**src/rtl/trivium_out_fifo.sv**
```systemverilog
// First-word-fall-through output buffer behind the Trivium core: a memory ring plus
// an output register, with burst-room status (fifo_cnd) and sticky overflow.
module trivium_out_fifo #(
  parameter int unsigned WIDTH = 8,
  parameter int unsigned DEPTH = 512,
  parameter int unsigned BURST = 256
) (
  input  logic                     clk,
  input  logic                     rst,
  input  logic                     wr_en,
  input  logic [WIDTH-1:0]         wr_data,
  input  logic                     out_ready,
  input  logic                     clr_err,
  output logic                     out_valid,
  output logic [WIDTH-1:0]         out_data,
  output logic [$clog2(DEPTH):0]   level,
  output logic [1:0]               fifo_cnd
);

  localparam int unsigned LW        = $clog2(DEPTH) + 1;
  localparam int unsigned MEM_DEPTH = DEPTH - 1;
  localparam int unsigned AW        = $clog2(MEM_DEPTH);

  typedef enum logic [1:0] {
    S_EMPTY  = 2'd0,
    S_ACTIVE = 2'd1,
    S_FULL   = 2'd2,
    S_ERR    = 2'd3
  } state_t;

  state_t           sc;
  logic [WIDTH-1:0] mem [MEM_DEPTH];
  logic [AW-1:0]    wr_ptr;
  logic [AW-1:0]    rd_ptr;
  logic             pop;
  logic             push;
  logic             drop;
  logic             load;
  logic             mem_empty;
  logic             mem_wr;
  logic             ovf_next;
  logic [LW-1:0]    mem_cnt;
  logic [LW-1:0]    level_next;

  // Ring of DEPTH-1 words: pointers wrap with no unused slot.
  function automatic logic [AW-1:0] ptr_inc(input logic [AW-1:0] p);
    return (p == AW'(MEM_DEPTH - 1)) ? '0 : p + AW'(1);
  endfunction

  always_comb begin
    pop        = out_valid && out_ready;
    push       = wr_en && ((level < LW'(DEPTH)) || pop);
    drop       = wr_en && !push;
    mem_cnt    = level - LW'(out_valid);
    mem_empty  = (mem_cnt == '0);
    load       = !out_valid || pop;
    // Bypass straight into the output register when the ring has nothing older.
    mem_wr     = push && !(load && mem_empty);
    level_next = level + LW'(push) - LW'(pop);
    ovf_next   = drop || ((sc == S_ERR) && !clr_err);
  end

  always_ff @(posedge clk) begin
    if (mem_wr) begin
      mem[wr_ptr] <= wr_data;
    end
  end

  always_ff @(posedge clk or posedge rst) begin
    if (rst) begin
      wr_ptr    <= '0;
      rd_ptr    <= '0;
      out_valid <= 1'b0;
      out_data  <= '0;
      level     <= '0;
    end else begin
      level <= level_next;
      if (mem_wr) begin
        wr_ptr <= ptr_inc(wr_ptr);
      end
      if (load) begin
        if (!mem_empty) begin
          out_data  <= mem[rd_ptr];
          rd_ptr    <= ptr_inc(rd_ptr);
          out_valid <= 1'b1;
        end else if (push) begin
          out_data  <= wr_data;
          out_valid <= 1'b1;
        end else begin
          out_valid <= 1'b0;
        end
      end
    end
  end

  // Status FSM: ERR dominates; otherwise state and fifo_cnd follow level_next.
  always_ff @(posedge clk or posedge rst) begin
    if (rst) begin
      sc       <= S_EMPTY;
      fifo_cnd <= 2'b00;
    end else if (ovf_next) begin
      sc       <= S_ERR;
      fifo_cnd <= 2'b11;
    end else if (level_next == LW'(DEPTH)) begin
      sc       <= S_FULL;
      fifo_cnd <= 2'b10;
    end else begin
      sc       <= (level_next == '0) ? S_EMPTY : S_ACTIVE;
      fifo_cnd <= ((LW'(DEPTH) - level_next) >= LW'(BURST)) ? 2'b00 : 2'b01;
    end
  end

endmodule

```
**config.mk**
```make
export PLATFORM = sky130hd
export DESIGN_NAME = trivium_out_fifo
export DESIGN_NICKNAME = d
export VERILOG_FILES = /design/src/rtl/trivium_out_fifo.sv
export SDC_FILE = /design/constraint.sdc
export NUM_CORES = 2
export LEC_CHECK = 0
export ABC_CLOCK_PERIOD_IN_PS = 9690
export CORE_UTILIZATION = 37
export CTS_CLUSTER_SIZE = 20
export DETAILED_ROUTE_END_ITERATION = 8
export PLACE_DENSITY_LB_ADDON = 0.08
export SYNTH_ARGS = -nofsm -noshare
export SYNTH_HDL_FRONTEND = slang
export SYNTH_SLANG_ARGS = --single-unit
```
**constraint.sdc**
```tcl
create_clock -name clk -period 9.69 [get_ports clk]
set_input_delay 1.938 -clock clk [delete_from_list [all_inputs] [get_ports clk]]
set_output_delay 1.938 -clock clk [all_outputs]
set_load 0.05 [all_outputs]
```
======== Word-level counts from Yosys, hierarchy flattened ========
Memories as Yosys holds them, arrays and structs flattened.
Index checks and enable logic that the tools add are counted.
operators by class
  bitwise operators ....................... 1
  equal/unequal tests ..................... 5
  reduce and logical (&&, ||, !) cells .... 17
  multiplexer cells ....................... 14
  $lt $le $gt $ge ......................... 2
  add/subtract/negate cells ............... 6
operators by type and width
  kind                      count
  $logic_not A10 Y1         2
  $sub A10 B1 Y10           2
  $add A9 B1 Y9 const B     2
  $eq A9 B9 Y1 const B      2
  $mux W9                   2
  $mux W8                   2
  $add A10 B1 Y10           1
  $eq A10 B10 Y1 const B    1
  $ge A10 B9 Y1 const B     1
  $lt A10 B10 Y1 const B    1
  $sub A10 B10 Y10 const A  1
  $mux W2                   4
  $logic_and A1 B1 Y1       6
  $mux W1                   6
  $logic_not A1 Y1          4
  $reduce_and A2 Y1         2
  $logic_or A1 B1 Y1        3
  $eq A2 B2 Y1 const B      1
  $ne A2 B2 Y1 const B      1
  $not A1 Y1                1
word-level totals
  flip-flop bits (word level) ............. 41
  output and inout port bits .............. 21
  logic and storage cells ................. 53
  bits in writable memories ............... 4,088
  memories kept ........................... 1
memories
  name  words  width  rd ports  clocked after Yosys merged registers in  write ports  RTL line  text
  mem   511    8      1         0                                        1            32        logic [WIDTH-1:0] mem [MEM_DEPTH];

======== Longest topological paths before layout ========
  depth in word-level cells ............... 10
  mapped depth ............................ 17
  depth with buffers taken out ............ 17

======== Least setup slack after synthesis ========
Ideal clock, no wire load.
  kind .................................... input to register
  start point ............................. input out_ready
  end point ............................... register fifo_cnd[1]
  data arrival time ....................... 4.485 ns
  path slack .............................. 5.086 ns
  setup time .............................. 0.119 ns
  buffers on the path ..................... 0
  stages .................................. 17
  required time ........................... 9.571 ns
  cell sequence ........................... nand2_1 -> nand2_1 -> and2_1 -> inv_1 -> ha_1 -> inv_1 -> ha_1 -> inv_1 -> fa_1 -> o21bai_1 -> a21oi_1 -> o21bai_1 -> a21oi_1 -> o31ai_1 -> xor2_1 -> and4_1 -> a21bo_2
on the way
  word-level cells in the longest chain between the ends .. 8
ends and longest elaborated chain
  what                     RTL line  text
  start: declaration       12        input logic out_ready,
  $logic_and A1 B1 Y1 (*)  51        pop = out_valid && out_ready;
  $logic_or A1 B1 Y1       52        push = wr_en && ((level < LW'(DEPTH)) || pop);
  $logic_and A1 B1 Y1      52
  $add A10 B1 Y10          59        level_next = level + LW'(push) - LW'(pop);
  $sub A10 B1 Y10          59
  $eq A10 B10 Y1           104       end else if (level_next == LW'(DEPTH)) begin
  $mux W2                  104
  $mux W2 (*)              101       end else if (ovf_next) begin
  end signal: assignment   109       fifo_cnd <= ((LW'(DEPTH) - level_next) >= LW'(BURST)) ? 2'b00 : 2'b01;
  end: declaration         17        output logic [1:0] fifo_cnd
Mark *: on every way between the ends. The rest lies on a longest branch, timed or not.
A chain may end at the register's enable or synchronous reset.

======== Final worst setup path ========
  start point ............................. register rd_ptr[1]
  end point ............................... register out_data[5]
on the way
  word-level cells in the longest chain between the ends .. 2
ends and longest elaborated chain
  what                      RTL line  text
  start: declaration        34        logic [AW-1:0] rd_ptr;
  start signal: assignment  84        rd_ptr <= ptr_inc(rd_ptr);
  $mem_v2 Z511 W8           n/a
  $mux W8                   82        if (!mem_empty) begin
  end signal: assignment    83        out_data <= mem[rd_ptr];
  end signal: assignment    87        out_data <= wr_data;
  end: declaration          15        output logic [WIDTH-1:0] out_data,
No other way between the ends.

==> impl_metrics.yaml <==
critical_path:
  critical_path.max_stage_delay_ns: 1.15
  path_buf_inv: 2
  cp_data_required_time_ns: 10.53
  reg2reg_depth: 9
  critPathCaptureType: "register"
  cp-start-kind: "register"
  crit_slowest_cell: "a2111oi_0"
  crit_chain: "buf_4 -> buf_12 -> mux4_2 -> mux4_2 -> nand2b_1 -> a2111oi_0 -> nor3_2 -> a31oi_1 -> a31oi_1"
  crit_type: "reg -> reg"
  critical_path_depth: 9
  worst_ep_arrival_time_ns: 7.24
  worstPathMaxFanout: 108
  cp_top_family: "compound AO/OA/AOI/OAI gates"
global_routing:
  grt_pass1_vias: 81655
  grt_max_degree: 158
  grt_antenna_before_repair: 66
  overflow: 0
  track_usage_pct: 24.6
  grt_pass1_wl_um: 731000
floorplanning:
  start_util_pct: 37.1
  core-area_um2: 434000
  die_h_um: 662
  fp-row-count: 242
  fp.dieW_um: 662
  num_io_pins: 34
  die_area_um2: 438000
hold_path:
  whs_path_depth: 2
  hold_path.class: "reg -> reg"
synthesis:
  netlist_area_um2: 161000
  synth_ff_type: "edfxtp_1"
  synth_nets: 7669
  syn_inst: 7631
  yosysWarnings: 0
  synth.ff_latch_count: 4128
  ys_types: 84
  yosysSeqAreaShare_pct: 76.8
  synthArstFlopShare_pct: 0.969
  synth_edf_count: 4088
  syn_area_per_cell_um2: 21.1
cts:
  cts_hold_buf: 0
  path_clk_slew_ns: 0.06
  cts_sinks: 4128
  cts_resized: 0
  cts-root-buf: "clkbuf_16"
  cts_inserted_buffers: 446
  max-clock-path-buffers: 4
  htree_levels: 5
  postCtsSetupRepairBufs: 0
  insertion_delay_ns: 1.01
  cts_tree: "done"
final_layout:
  postLayoutCoreUtil_pct: 42.2
  final_nets: 7916
  area_growth_pct: 13.7
  final_area_um2: 183000
  drive_above_1_share_pct: 24.3
placed_design:
  place_area_um2: 169000
  io_buffers: 33
  place_ws_ns: 3.07
  dpl.hpwl_um: 332000
  gp_congestion: 0.837
route:
  drt_first_pass_iters: 5
  wl_um: 543000
  drt_iter0_drc: 10549
  routedWlPerCell_um: 38.8
  routed_via_density: 5.80
  drc: 0
  ant_nets: 0
  vias: 81126
pwr:
  leakagePower_nw: 56.4
  vdd_drop_max_mv: 0.232
  cellPowerDensity_nw_per_um2: 271
sta:
  setup_viol: 0
  hold_violations: 0
  timing.final.crit_share_pct: 66.0
  relSlewSlack_pct: 5.89
  fmax_mhz: 156
  tns_ns: 0
  final.min_clock_period_ns: 6.40
  tightest_slew_ns: 1.38
  rsz0062_at_grt: "false"
  drv_slew: 0
  layout_setup_ws_ns: 3.29
  finClkSkew_ns: 0.0563
  hold_slack_ns: 0.572
outcome:
  outcome: "finished, final reports clean"
flow_run:
  max_cap_violations: 0
-- kinds of logic after synthesis --
family	Yosys count	share of synthesized area (%)
mux	1303	15.8
xor+xnor	18	0.0978
simple gates	1020	2.68
buf+inv	506	1.69
flops	4128	76.8
compound gates	631	2.72
fa+ha+maj	25	0.199
-- final timing paths --
| check | slack, ns | startpoint | to |
|---|---|---|---|
| hold / removal | 0.57 | out_data[4]$_DFFE_PP0P_ | out_data[4]$_DFFE_PP0P_ |
| max in group asynchronous | 7.68 | rst | rd_ptr[4]$_DFFE_PP0P_ |
| min in group asynchronous | 1.44 | rst | fifo_cnd[1]$_DFF_PP0_ |
| setup / recovery | 3.29 | rd_ptr[1]$_DFFE_PP0P_ | out_data[5]$_DFFE_PP0P_ |
| setup reg to reg | 3.29 | rd_ptr[1]$_DFFE_PP0P_ | out_data[5]$_DFFE_PP0P_ |
| hold reg to reg | 0.57 | out_data[4]$_DFFE_PP0P_ | out_data[4]$_DFFE_PP0P_ |
-- cell usage after synthesis, drive strengths merged, types with 11 or more instances --
cell type | count | area share, %
a2111oi | 15 | 0.085
a211oi | 24 | 0.11
a21oi | 114 | 0.35
a221oi | 55 | 0.30
a22oi | 86 | 0.40
a311oi | 13 | 0.071
a31oi | 26 | 0.10
and3 | 16 | 0.062
buf | 278 | 1.2
clkbuf | 192 | 0.45
dfrtp | 40 | 0.62
edfxtp | 4088 | 76
ha | 24 | 0.19
inv | 35 | 0.082
mux2 | 33 | 0.23
mux2i | 275 | 1.7
mux4 | 995 | 14
nand2 | 223 | 0.52
nand2b | 12 | 0.047
nand3 | 47 | 0.15
nand4 | 11 | 0.043
nor2 | 590 | 1.4
nor2b | 21 | 0.082
nor3 | 35 | 0.11
nor4 | 15 | 0.062
o211ai | 23 | 0.11
o21ai | 92 | 0.29
o221ai | 20 | 0.11
o22ai | 58 | 0.23
o31ai | 12 | 0.056
xnor2 | 11 | 0.060
-- through the flow --
step           cells  power, mW
6_report       13998       49.7
5_1_grt        13987       50.8
4_1_cts        13986       50.0
3_5_place_dp   13164       33.1
3_3_place_gp   13164       33.1
2_1_floorplan   7631       26.5
-- registers in the layout, summed over array words and instances (netlist names) --
register   cells
fifo_cnd       2
level         10
mem         4088
out_data       8
out_valid      1
rd_ptr         9
sc             1
wr_ptr         9
-- cell type report --
cell class / count / area, um2
Clock buffer: 527 / 11500
Sequential cell: 4128 / 124000
Timing Repair Buffer: 269 / 2590
Multi-Input combinational cell: 2997 / 35100
Clock inverter: 295 / 2880
Tap cell: 5734 / 7170
Fill cell: 37570 / 251000
Antenna cell: 12 / 30.0
Inverter: 36 / 151
-- worst register-to-register path: stages, from the launching register on --
cell       delay, ns
dfrtp_4         0.82
buf_4           0.76
buf_12          0.70
mux4_2          0.53
mux4_2          0.65
nand2b_1        0.22
a2111oi_0       1.15
nor3_2          0.42
a31oi_1         0.81
a31oi_1         0.18
-- per-layer routing --
| layer | GRT usage [%] | up-vias | share of wire, % |
|---|---|---|---|
| met5 | 0 | - | 0.019 |
| met1 | 34.8 | 44546 | 42 |
| met3 | 4.72 | 670 | 7.7 |
| met4 | 6.22 | 16 | 2.7 |
| met2 | 39.2 | 3470 | 47 |
| li1 | - | 32424 | - |
-- report_power, final --
| group | internal (mW) | switching, mW |
|---|---|---|
| combinational | 3.86 | 8.75 |
| sequential | 19.8 | 0.321 |
| clock | 9.74 | 7.22 |
-- placed cells by master, fill, tap and decap left out, types with 23 or more instances in the layout --
cell type        count
ha_1                24
nand3_1             43
mux2i_1            275
clkdlybuf4s50_1     25
nor3_1              26
clkbuf_16          447
clkinv_1           105
inv_1               28
o21ai_0             91
bufinv_16           47
mux2_2              33
edfxtp_1          4088
clkbuf_1            75
a221oi_1            54
clkinv_2            85
nand2_1            208
dfrtp_1             33
o211ai_1            23
clkinvlp_4          28
nor2_1             578
mux4_2             995
o22ai_1             58
a22oi_1             86
buf_4              200
a31oi_1             26
a211oi_1            23
buf_12              36
a21oi_1            114
(Power assumes the default switching activity.)
